`src/rtl/bfs_run_pkg.sv`:
```
// bfs_run_pkg: shared state encoding and default counter width for the BFS run controller
package bfs_run_pkg;
    localparam int CNT_W_DEFAULT = 64;
    typedef enum logic [1:0] {IDLE, INIT, RUN, DONE} t_run_state;
endpackage

```
`src/rtl/bfs_sat_counter.sv`:
```
// bfs_sat_counter: up-counter with synchronous clear and enable that saturates at all-ones
module bfs_sat_counter #(
    parameter int W = 64
) (
    input  logic         clk,
    input  logic         rst,
    input  logic         clr,
    input  logic         en,
    output logic [W-1:0] count
);
    always_ff @(posedge clk or posedge rst)
        if (rst) count <= '0;
        else if (clr) count <= '0;
        else if (en && count != '1) count <= count + W'(1);
endmodule

```
`src/rtl/bfs_run_ctrl.sv`:
```
// bfs_run_ctrl: sequences worklist init, BFS engine run, timeout and abort for one CSR-triggered run
module bfs_run_ctrl
    import bfs_run_pkg::*;
#(
    parameter int CNT_W = CNT_W_DEFAULT
) (
    input  logic             clk,
    input  logic             SoftReset,
    input  logic             csr_go,
    input  logic [31:0]      cfg_capacity,
    input  logic [CNT_W-1:0] cfg_max_cycles,
    output logic             start_worklist,
    input  logic             wl_init_done,
    output logic             start_afu,
    input  logic             afu_finish,
    input  logic [CNT_W-1:0] afu_nodes,
    output logic             run_busy,
    output logic             run_done,
    output logic             run_timeout,
    output logic             run_error,
    output logic [CNT_W-1:0] run_cycles,
    output logic [CNT_W-1:0] nodes_latched
);
    t_run_state state, state_n;
    logic go_q, armed, go_edge, timeout_hit;
    logic start_worklist_n, start_afu_n, run_timeout_n, run_error_n, capture, cnt_clr, cnt_en;
    // armed stays low after reset until go is seen low, so a go held across reset cannot start a run
    assign go_edge     = csr_go & ~go_q & armed;
    assign cnt_en      = (state == RUN) & csr_go;
    assign timeout_hit = (state == RUN) && cfg_max_cycles != '0 && run_cycles == cfg_max_cycles - CNT_W'(1);
    always_comb begin
        state_n          = state;
        start_worklist_n = 1'b0;
        start_afu_n      = 1'b0;
        run_timeout_n    = run_timeout;
        run_error_n      = run_error;
        capture          = 1'b0;
        cnt_clr          = 1'b0;
        case (state)
            IDLE: if (go_edge) begin
                cnt_clr       = 1'b1;
                run_timeout_n = 1'b0;
                run_error_n   = cfg_capacity == '0;
                start_worklist_n = cfg_capacity != '0;
                state_n       = cfg_capacity != '0 ? INIT : DONE;
            end
            INIT: if (!csr_go) state_n = IDLE;
                else if (wl_init_done) begin
                    start_afu_n = 1'b1;
                    state_n     = RUN;
                end
            RUN: if (!csr_go) state_n = IDLE;
                else if (afu_finish || timeout_hit) begin
                    capture       = 1'b1;
                    run_timeout_n = ~afu_finish;
                    state_n       = DONE;
                end
            DONE: if (!csr_go) state_n = IDLE;
            default: state_n = IDLE;
        endcase
    end
    always_ff @(posedge clk or posedge SoftReset)
        if (SoftReset) begin
            state          <= IDLE;
            go_q           <= 1'b0;
            armed          <= 1'b0;
            start_worklist <= 1'b0;
            start_afu      <= 1'b0;
            run_busy       <= 1'b0;
            run_done       <= 1'b0;
            run_timeout    <= 1'b0;
            run_error      <= 1'b0;
            nodes_latched  <= '0;
        end else begin
            state          <= state_n;
            go_q           <= csr_go;
            armed          <= armed | ~csr_go;
            start_worklist <= start_worklist_n;
            start_afu      <= start_afu_n;
            run_busy       <= state_n == INIT || state_n == RUN;
            run_done       <= state_n == DONE;
            run_timeout    <= run_timeout_n;
            run_error      <= run_error_n;
            nodes_latched  <= cnt_clr ? '0 : capture ? afu_nodes : nodes_latched;
        end
    bfs_sat_counter #(.W(CNT_W)) u_cycles (
        .clk  (clk),
        .rst  (SoftReset),
        .clr  (cnt_clr),
        .en   (cnt_en),
        .count(run_cycles)
    );
endmodule

```
`config.mk`:
```
export PLATFORM = sky130hd
export DESIGN_NAME = bfs_run_ctrl
export DESIGN_NICKNAME = d
export VERILOG_FILES = /design/src/rtl/bfs_run_pkg.sv /design/src/rtl/bfs_sat_counter.sv /design/src/rtl/bfs_run_ctrl.sv
export SDC_FILE = /design/constraint.sdc
export NUM_CORES = 1
export LEC_CHECK = 0
export CORE_UTILIZATION = 52
export CTS_BUF_LIST = sky130_fd_sc_hd__clkbuf_8
export CTS_CLUSTER_DIAMETER = 150
export CTS_CLUSTER_SIZE = 20
export DETAILED_ROUTE_END_ITERATION = 10
export PLACE_DENSITY = 0.95
export SETUP_SLACK_MARGIN = 0.2
export SLEW_MARGIN = 20
export SYNTH_ARGS = -nofsm -noshare
export SYNTH_HDL_FRONTEND = slang
export SYNTH_SLANG_ARGS = --single-unit
```
`constraint.sdc`:
```
create_clock -name clk -period 11.1 [get_ports clk]
set_input_delay 2.22 -clock clk [delete_from_list [all_inputs] [get_ports clk]]
set_output_delay 2.22 -clock clk [all_outputs]
set_load 0.02 [all_outputs]
```
==> results.md, run 1 <==
- Synth Register Bits: 138
- Wirelength per Cell: 21.9 um
- Maximum clock path buffer count: 2
- HPWL after DPL: 25400 um
- DRT antenna net count: 0
- CP required: 11450 ps
- EDFF count, synth: 0
- Final setup margin: 4430 ps
- Area leader, netlist: dfrtp_1
- Final Util: 0.750
- Top FF cell, synth: dfrtp_1
- Via Count: 9448
- Static Leak: 5.52 nW
- IO Pins: 299
- Top-area cell type share of the netlist area: 0.384
- RePlAce Congestion: 0.997
- First drt pass iteration count: 5
- Synthesized area: 9000 um2
- Setup WS pre-CTS: 4070 ps
- Pwr dens: 102 nW/um2
- Critical path class: in -> reg
- RR Startpoint: u_cycles.count[36]$_DFFE_PP0P_
- Clk Latency, worst-skew pair: 480 ps
- Initial core utilization: 0.537
- Relative slew slack: 0.276
- Min-Delay Path Class: reg -> reg
- Asr flop ratio synth: 1.00
- Status: finished, final reports clean
- Resized cells post-CTS: 0
- Dpl cells: 1514
- Clock tree from TritonCTS: done
- Mapped Cells: 1029
- Fin Clk Skew: 25.2 ps
- Area growth syn-to-layout: 39.8%
- Worst Hold Slack: 519 ps
- Worst Setup End Kind: register
- Vias in the first global route: 9719
- Hold Buf Count CTS: 0
- Grt ovf: 0
- Clock sinks: 138
- Clock slew at reported path FFs: 90 ps
- Total of max-cap violations: 0
- RSZ-0062 raised after global routing: false
- Final hold vios: 0
- Initial antenna violation count: 1
- Hold path cells: 1
- Final setup TNS: 0 ps
- Postcts setup bufs: 0
- Most frequent cells in the layout: clkdlybuf4s50_1, dfrtp_1, nand2_1
- Worst Setup SP: cfg_max_cycles[4]
- Most common cell after layout, fill and taps aside: clkdlybuf4s50_1
- First-pass GRT wire length: 52800 um
- Flip-flop and latch area: 3450 um2
- R2r endpoint: run_busy$_DFF_PP0_
- Largest net degree at the start of global routing: 82
- DRC: 0
- Max Freq: 0.150 GHz
- Data arrival, critical path: 7020 ps
- Post-synthesis sequential area ratio: 0.384
- Finished Layout Cells: 1547
- Worst-margin pin slew: 1090 ps
- Width of the die: 134 um
- # rows: 47
- Crit path capture: run_busy$_DFF_PP0_
- CTS H-tree lvls: 4
- Port bufs: 298
- Area occupied by multi-input gates: 5060 um2
- Layout cells sized above 1: 0.0452
- CTS Buf Count: 17
- Total global-route track usage: 0.388
- Avg Vias per Cell: 6.11
- Syn_nets: 1197
- Syn_area_per_cell: 8.75 um2
- Top post-synthesis cells by area: dfrtp_1, xnor2_1, mux2i_1, nand2_1, xor2_1
- Peak supply drop: 0.000113 V
- Fillers: 1125
- Slew Viols, Final: 0
- Flop2flop setup slack: 7000 ps
- Core Region: 16800 um2
- Fin nets: 1481
- Minimum clock period: 6670 ps
- Routed wire length: 33900 um
- Root Driver: clkbuf_8
- Die Height: 134 um
- Cell variety after synth: 61
- Crit path max fanout: 66
- Iteration-0 DRC Markers: 906
- Final period util: 0.601
- Cell count of the worst reg-to-reg path: 11
- Synth Warn #: 0
- Final setup fails: 0
- CP Launch Type: input port
- DIE AREA: 17800 um2
-- cells by family after synthesis --
logic type | synth area share
buf+inv | 0.0556
xor+xnor | 0.136
flops | 0.384
fa+ha+maj | 0.00417
compound gates | 0.0573
simple gates | 0.284
mux | 0.0794
-- layout make-up --
class                      instances  area share
inverter                          80      0.0243
antenna                            1    0.000199
clock buffer                      17      0.0186
tap                              220      0.0219
clock inverter                    15      0.0163
multi-input combinational        771       0.403
sequential                       138       0.275
timing repair buffer             305       0.242
-- synthesized netlist by cell type (all sizes together), types with 4 or more instances --
master and instances:
or4 15, o211ai 6, o21ai 13, nand3 32, xnor2 95, mux2i 68
and2 4, nand3b 5, nand4 28, nor3 45, nand2b 8, and4 14
nand2 117, nor4 45, a21oi 17, nor4b 7, or3 17, inv 80
o2111ai 4, buf 11, nor2b 4, clkbuf 29, o31ai 4, and3 23
nand4b 4, dfrtp 138, xor2 45, nor2 99
-- worst min path at each step --
stage	slack, ps	to	from
floorplan	450	armed$_DFF_PP0_	armed$_DFF_PP0_
global placement	460	run_error$_DFFE_PP0P_	run_error$_DFFE_PP0P_
detailed placement	490	run_error$_DFFE_PP0P_	run_error$_DFFE_PP0P_
CTS	520	run_error$_DFFE_PP0P_	run_error$_DFFE_PP0P_
global route	550	run_error$_DFFE_PP0P_	run_error$_DFFE_PP0P_
finish	520	run_error$_DFFE_PP0P_	run_error$_DFFE_PP0P_
-- report_power, final --
part / switching [W] / internal (W) / total (W)
sequential: 0.0000180 / 0.000528 / 0.000546
combinational: 0.000141 / 0.000130 / 0.000272
clock: 0.000237 / 0.000232 / 0.000469
total: 0.000396 / 0.000890 / 0.00129
-- registers in the layout (all words and copies together), names as in the netlist --
| register | cells |
|---|---|
| start_afu | 1 |
| run_done | 1 |
| run_busy | 1 |
| run_timeout | 1 |
| nodes_latched | 64 |
| state | 2 |
| armed | 1 |
| go_q | 1 |
| start_worklist | 1 |
| u_cycles.count | 64 |
| run_error | 1 |
-- metrics by stage --
step | total power, W | instance area (um2)
floorplan | 0.000667 | 9000
global placement | 0.000810 | 12100
detailed placement | 0.000820 | 12100
CTS | 0.00128 | 12600
global route | 0.00133 | 12600
finish | 0.00129 | 12600
-- worst max-delay path: stages --
cell and delay [ps]:
clkdlybuf4s50_1 570, or4_4 640, or4_4 650, or2_1 390, nor4_1 570, mux2i_1 150, nand4_1 200, nor4_4 90
a21oi_4 110, buf_4 810, o211ai_1 200, ha_1 350
-- metal layers --
metal	vias to the layer above	routed length, um	track usage
met3	150	2520	0.0807
met2	586	16900	0.670
li1	4147	-	-
met1	4565	12200	0.438
met5	-	0	0
met4	0	2250	0.242
No activity file was read; power rests on OpenSTA's default activity.
==> run 2: changes to the inputs <==
- CORE_UTILIZATION: 52 -> 43
- PLACE_DENSITY: 0.95 -> 0.86
- clock period: 11.1 -> 5.9 ns (I/O delays scaled with it)
==> run 2 against run 1 <==
  * Final cell count increased by 3.9%
  * Sequential cell count unchanged
  * Critical path type unchanged
  * Largest cell class unchanged
  * Count of clock-buffer cells in the layout unchanged
  * Combinational power increased by 82%
  * Critical path depth decreased by 1
  * Sequential power increased by 87%
  * Non-clock buffer count increased by 12
==> results.md, run 2 (synthesis results as in run 1) <==
- Status: finished, final reports clean (unchanged)
- Crit-path cells: clkdlybuf4s50_1, or4_4, or4_4, or3_4, nor4_1, o22ai_1, or4_4, nor4_4, a21oi_4, buf_12, mux2i_1 (was clkdlybuf4s50_1, or4_4, or4_4, or2_1, nor4_1, mux2i_1, nand4_1, nor4_4, a21oi_4, buf_4, o211ai_1, ha_1)
- Total global-route track usage: 0.283 (was 0.388)
- Worst Setup End Kind: register (unchanged)
- Clock tree from TritonCTS: done (unchanged)
- CP Launch Type: input port (unchanged)
- Crit path max-delay cell type: or4_4 (was buf_4)
- Clock slew at reported path FFs: 80 ps (was 90 ps)
- Peak supply drop: 0.000146 V (was 0.000113 V)
- Maximum clock path buffer count: 2 (unchanged)
- Crit-path leading delay family: simple AND/OR/NAND/NOR gates (unchanged)
- Crit-path max cell delay: 650 ps (was 810 ps)
- Net load switching power: 0.000681 W (was 0.000396 W)
- CTS H-tree lvls: 4 (unchanged)
- Final hold vios: 0 (unchanged)
- Worst Hold Slack: 477 ps (was 519 ps)
- # rows: 52 (was 47)
- Part of the power in registers: 0.436 (was 0.424)
- Slew Viols, Final: 0 (unchanged)
- Ant diodes: 0 (was 1)
- Pwr dens: 184 nW/um2 (was 102 nW/um2)
- Initial core utilization: 0.442 (was 0.537)
- Relative slew slack: 0.451 (was 0.276)
- Die Height: 147 um (was 134 um)
- Area growth syn-to-layout: 41.3% (was 39.8%)
- Final setup fails: 0 (unchanged)
- Worst-margin pin slew: 823 ps (was 1090 ps)
- Width of the die: 147 um (was 134 um)
- Layout cells sized above 1: 0.0531 (was 0.0452)
- Final period util: 0.858
- Iteration-0 DRC Markers: 537 (was 906)
- CP required: 6220 ps (was 11450 ps)
- CTS Buf Count: 17 (unchanged)
- Resized cells post-CTS: 0 (unchanged)
- DIE AREA: 21500 um2 (was 17800 um2)
- Crit path max fanout: 54 (was 66)
- IO Pins: 299 (unchanged)
- Total of max-cap violations: 0 (unchanged)
- First drt pass iteration count: 7 (was 5)
- Initial antenna violation count: 0 (was 1)
- Static Leak: 5.57 nW (was 5.52 nW)
- DRC: 0 (unchanged)
- Final Util: 0.624 (was 0.750)
- RSZ-0062 raised after global routing: false (unchanged)
- Switching share of power: 0.290 (was 0.308)
- Grt ovf: 0 (unchanged)
- Data arrival, critical path: 5380 ps (was 7020 ps)
- DRT antenna net count: 0 (unchanged)
- Final setup TNS: 0 ps (unchanged)
- Most common cell after layout, fill and taps aside: clkdlybuf4s50_1 (unchanged)
- Routed wire length: 30200 um (was 33900 um)
- Crit path buf inv count: 2 (unchanged)
- Clock sinks: 138 (unchanged)
- RePlAce Congestion: 0.985 (was 0.997)
- Largest net degree at the start of global routing: 93 (was 82)
- Fin nets: 1493 (was 1481)
- Port bufs: 298 (unchanged)
- HPWL after DPL: 23800 um (was 25400 um)
- Max Freq: 0.198 GHz
- Biggest regs: nodes_latched (64), u_cycles.count (64), state (2) (unchanged)
- Fillers: 1684 (was 1125)
- Clk Latency, worst-skew pair: 460 ps (was 480 ps)
- Wirelength per Cell: 18.8 um (was 21.9 um)
- Most used cell, CP: or4_4 (unchanged)
- Fin Clk Skew: 18.7 ps (was 25.2 ps)
- Minimum clock period: 5060 ps
- Most frequent cells in the layout: clkdlybuf4s50_1, dfrtp_1, nand2_1 (unchanged)
- Postcts setup bufs: 0 (unchanged)
- Hold Buf Count CTS: 0 (unchanged)
- Combinational Power Share: 0.211 (about the same)
- Clk pwr share: 0.353 (was 0.365)
- Via Count: 9017 (was 9448)
- Avg Vias per Cell: 5.61 (was 6.11)
- Vias in the first global route: 8837 (was 9719)
- First-pass GRT wire length: 47300 um (was 52800 um)
- Internal: 0.00166 W (was 0.000890 W)
- Core Region: 20400 um2 (was 16800 um2)
- Root Driver: clkbuf_8 (unchanged)
- Critical path class: in -> reg (unchanged)
- Min-Delay Path Class: reg -> reg (unchanged)
-- run 2: changes by cell type in the layout (fill, tap and decap cells not counted), sizes merged --
| cell | delta |
|---|---|
| clkinv | -1 |
| buf | +12 |
| diode | -1 |
-- run 2: layer usage --
layer  part of all wire  global-route usage  wire, um  up-vias
li1                   -                   -         -     4172
met1               0.39               0.343     11800     4298
met2               0.49               0.482     14800      473
met3              0.083              0.0656      2510       74
met4              0.035               0.115      1060        0
met5                  0                   0         0        -
-- run 2: path summary, 6_finish.rpt --
check                                                 endpoint  cells past startpoint  slack [ps]                            from
worst max-delay path             nodes_latched[36]$_DFFE_PP0P_                     11         840               cfg_max_cycles[4]
worst min-delay path                     run_error$_DFFE_PP0P_                      1         480           run_error$_DFFE_PP0P_
min in group asynchronous        nodes_latched[40]$_DFFE_PP0P_                      2        1270                       SoftReset
max in group asynchronous        nodes_latched[36]$_DFFE_PP0P_                      3        3480                       SoftReset
worst min register to register           run_error$_DFFE_PP0P_                      1         480           run_error$_DFFE_PP0P_
worst max register to register  u_cycles.count[62]$_DFFE_PP0P_                      9        2330  u_cycles.count[21]$_DFFE_PP0P_
-- run 2: power by group through the flow --
stage / clock, W / combinational, W / sequential [W]
floorplan: 0 / 0.000161 / 0.00109
global placement: 0 / 0.000487 / 0.00104
detailed placement: 0 / 0.000495 / 0.00104
CTS: 0.000846 / 0.000497 / 0.00102
global route: 0.000883 / 0.000531 / 0.00103
finish: 0.000827 / 0.000495 / 0.00102
-- run 2: worst reg2reg max path, delay by kind of cell (launching register included) --
kind / cells / cell delay (ps)
flip-flops: 1 / 530
AND/OR/NAND/NOR: 7 / 2350
XOR/XNOR: 1 / 180
AO/OA/AOI/OAI: 1 / 350
-- run 2: layout make-up --
class	count	area, um2	share of cell area
clock buffers	17	234	0.0184
clock inverters	14	181	0.0143
repair buffers	317	3140	0.247
inverters	80	305	0.0240
well taps	270	338	0.0266
multi-input cells	771	5070	0.398
flip-flops and latches	138	3450	0.272
-- run 2: through the flow --
step	std cells	area, um2	setup WS (ps)	total power, W
after detailed placement	1576	12300	441	0.00154
final	1607	12700	838	0.00235
after global placement	1576	12300	508	0.00153
after global routing	1607	12700	715	0.00244
after floorplan	1029	9000	1020	0.00126
after CTS	1607	12700	932	0.00237
==> run 3: changes to the inputs <==
- RECOVER_POWER: not set -> 100
==> run 3 against run 2 <==
  * The flow now finishes with violations (capacitance limit, slew limit)
  * Clock skew is 4.8 ps higher
  * Count of clock-buffer cells in the layout stayed put
  * First-iteration DRC count fell by 3.4%
  * Non-clock buffer count stayed put
  * Via count rose by 0.12%
  * Combinational power decreased by 4%
  * Largest power group unchanged
  * Register-to-register slack worse by 240 ps
==> results.md, run 3 (synthesis results as in run 1) <==
- Total of max-cap violations: 2 (was 0)
- Finished Layout Cells: 1607 (unchanged)
- Switching share of power: 0.292 (was 0.290)
- Final setup fails: 0 (unchanged)
- RePlAce Congestion: 0.985 (unchanged)
- Final setup TNS: 0 ps (unchanged)
- Hold Buf Count CTS: 0 (unchanged)
- Failing checks: capacitance limit, slew limit
- Net load switching power: 0.000679 W (was 0.000681 W)
- Internal: 0.00165 W (was 0.00166 W)
- Status: complete, but fails checks (was finished, final reports clean)
- Fin Clk Skew: 23.5 ps (was 18.7 ps)
- DRT antenna net count: 0 (unchanged)
- Largest net degree at the start of global routing: 93 (unchanged)
- Relative slew slack: -1.30 (was 0.451)
- Dpl cells: 1576 (unchanged)
- CTS Buf Count: 17 (unchanged)
- Worst-margin pin slew: 3450 ps (was 823 ps)
- Critical path class: in -> reg (unchanged)
- Minimum clock period: 5330 ps (was 5060 ps)
- Clock tree from TritonCTS: done (unchanged)
- Final instance area: 12700 um2 (about the same)
- Area growth syn-to-layout: 40.9% (was 41.3%)
- Maximum clock path buffer count: 2 (unchanged)
- Ant diodes: 0 (unchanged)
- Wirelength per Cell: 18.7 um (was 18.8 um)
- Crit path max-delay cell type: or4_4 (unchanged)
- Pwr dens: 183 nW/um2 (was 184 nW/um2)
- Flop2flop setup slack: 2090 ps (was 2330 ps)
- Most frequent cells in the layout: clkdlybuf4s50_1, dfrtp_1, dlygate4sd3_1 (was clkdlybuf4s50_1, dfrtp_1, nand2_1)
- Static Leak: 6.00 nW (was 5.57 nW)
- Postcts setup bufs: 0 (unchanged)
- Part of the power in registers: 0.439 (was 0.436)
- First-pass GRT wire length: 47300 um (unchanged)
- Placed cell area: 12300 um2 (unchanged)
- Most used cell, CP: or4_4 (unchanged)
- R2r endpoint: nodes_latched[36]$_DFFE_PP0P_ (was u_cycles.count[62]$_DFFE_PP0P_)
- Initial antenna violation count: 0 (unchanged)
- Fin nets: 1493 (unchanged)
- Most common cell after layout, fill and taps aside: clkdlybuf4s50_1 (unchanged)
- Max Freq: 0.188 GHz (was 0.198 GHz)
- Core Region: 20400 um2 (unchanged)
- Root Driver: clkbuf_8 (unchanged)
- Crit path max fanout: 54 (unchanged)
- Clk Latency, worst-skew pair: 460 ps (about the same)
- Width of the die: 147 um (unchanged)
- IO Pins: 299 (unchanged)
- Layout cells sized above 1: 0.0486 (was 0.0531)
- Resized cells post-CTS: 0 (unchanged)
- Final hold vios: 0 (unchanged)
- CTS H-tree lvls: 4 (unchanged)
- Routed wire length: 30100 um (was 30200 um)
- Clock slew at reported path FFs: 80 ps (about the same)
- First drt pass iteration count: 7 (unchanged)
- Slew Viols, Final: 165 (was 0)
- Setup WS pre-CTS: 441 ps (unchanged)
- Biggest regs: nodes_latched (64), u_cycles.count (64), state (2) (unchanged)
- Total global-route track usage: 0.283 (unchanged)
- Via Count: 9028 (was 9017)
- CP required: 6220 ps (about the same)
- Worst Setup End Kind: register (unchanged)
- Min-Delay Path Class: reg -> reg (unchanged)
- Peak supply drop: 0.000146 V (about the same)
- RSZ-0062 raised after global routing: false (unchanged)
- Vias in the first global route: 8837 (unchanged)
- # rows: 52 (unchanged)
- Iteration-0 DRC Markers: 519 (was 537)
- Initial core utilization: 0.442 (unchanged)
- Final setup margin: 571 ps (was 838 ps)
- RR Startpoint: u_cycles.count[56]$_DFFE_PP0P_ (was u_cycles.count[21]$_DFFE_PP0P_)
- Clock sinks: 138 (unchanged)
- Die Height: 147 um (unchanged)
- Data arrival, critical path: 5650 ps (was 5380 ps)
- Port bufs: 298 (unchanged)
- DIE AREA: 21500 um2 (unchanged)
- Clk pwr share: 0.356 (was 0.353)
- Crit-path cells: clkdlybuf4s50_1, or4_4, or4_4, or3_4, nor4_1, o22ai_1, or4_4, nor4_1, a21oi_4, buf_12, mux2i_1 (was clkdlybuf4s50_1, or4_4, or4_4, or3_4, nor4_1, o22ai_1, or4_4, nor4_4, a21oi_4, buf_12, mux2i_1)
- Crit-path max cell delay: 650 ps (about the same)
- Worst Setup SP: cfg_max_cycles[4] (unchanged)
- Cell count of the worst reg-to-reg path: 9 (unchanged)
- Grt ovf: 0 (unchanged)
- Avg Vias per Cell: 5.62 (was 5.61)
- CP Launch Type: input port (unchanged)
- Combinational Power Share: 0.205 (was 0.211)
- HPWL after DPL: 23800 um (unchanged)
- DRC: 0 (unchanged)
- Final period util: 0.903 (was 0.858)
- Crit path capture: nodes_latched[36]$_DFFE_PP0P_ (unchanged)
## run 3: cell types whose count changed in the layout (fill, tap and decap cells not counted)
cell and change:
inv_1 +1, and2_1 -1, inv_6 -1, clkbuf_1 +4, clkdlybuf4s50_1 -137, dlygate4sd3_1 +137
nor4_4 -1, and2_0 +1, nor4_1 +1, buf_4 -4
## run 3: critical path, delay by kind of cell
family	cells	cell delay (ps)
compound gates	2	340
mux	1	170
simple gates	6	3040
buf+inv	2	820
## run 3: worst min path at each step
| stage | start | to | slack (ps) | depth (start not counted) |
|---|---|---|---|---|
| global placement | run_error$_DFFE_PP0P_ | run_error$_DFFE_PP0P_ | 460 | 1 |
| CTS | run_error$_DFFE_PP0P_ | run_error$_DFFE_PP0P_ | 490 | 1 |
| global route | run_error$_DFFE_PP0P_ | run_error$_DFFE_PP0P_ | 500 | 1 |
| detailed placement | run_error$_DFFE_PP0P_ | run_error$_DFFE_PP0P_ | 470 | 1 |
| finish | run_error$_DFFE_PP0P_ | run_error$_DFFE_PP0P_ | 470 | 1 |
| floorplan | armed$_DFF_PP0_ | armed$_DFF_PP0_ | 450 | 1 |
## run 3: routing by layer
| metal | up-vias | routed length [um] | global-route usage |
|---|---|---|---|
| li1 | 4183 | - | - |
| met1 | 4298 | 11700 | 0.343 |
| met2 | 468 | 14800 | 0.482 |
| met3 | 79 | 2420 | 0.0656 |
| met4 | 0 | 1130 | 0.115 |
| met5 | - | 0 | 0 |
## run 3: power by group through the flow
| stage | clock [W] | sequential [W] | combinational, W |
|---|---|---|---|
| 2_1_floorplan | 0 | 0.00109 | 0.000161 |
| 3_3_place_gp | 0 | 0.00104 | 0.000487 |
| 3_5_place_dp | 0 | 0.00104 | 0.000495 |
| 4_1_cts | 0.000846 | 0.00102 | 0.000497 |
| 5_1_grt | 0.000883 | 0.00103 | 0.000512 |
| 6_report | 0.000828 | 0.00102 | 0.000477 |
## run 3: final cells by class
cell class | count | area, um2
flip-flops and latches | 138 | 3450
well taps | 270 | 338
clock inverters | 14 | 181
repair buffers | 317 | 3120
fillers | 1689 | 7680
multi-input cells | 771 | 5050
inverters | 80 | 300
clock buffers | 17 | 234
## run 3: metrics by stage
step | utilization | hold WS (ps) | total power [W]
after detailed placement | 0.604 | 466 | 0.00154
after floorplan | - | 448 | 0.00126
final | 0.623 | 473 | 0.00233
after global placement | 0.604 | 464 | 0.00153
after global routing | 0.623 | 499 | 0.00242
after CTS | 0.624 | 486 | 0.00237
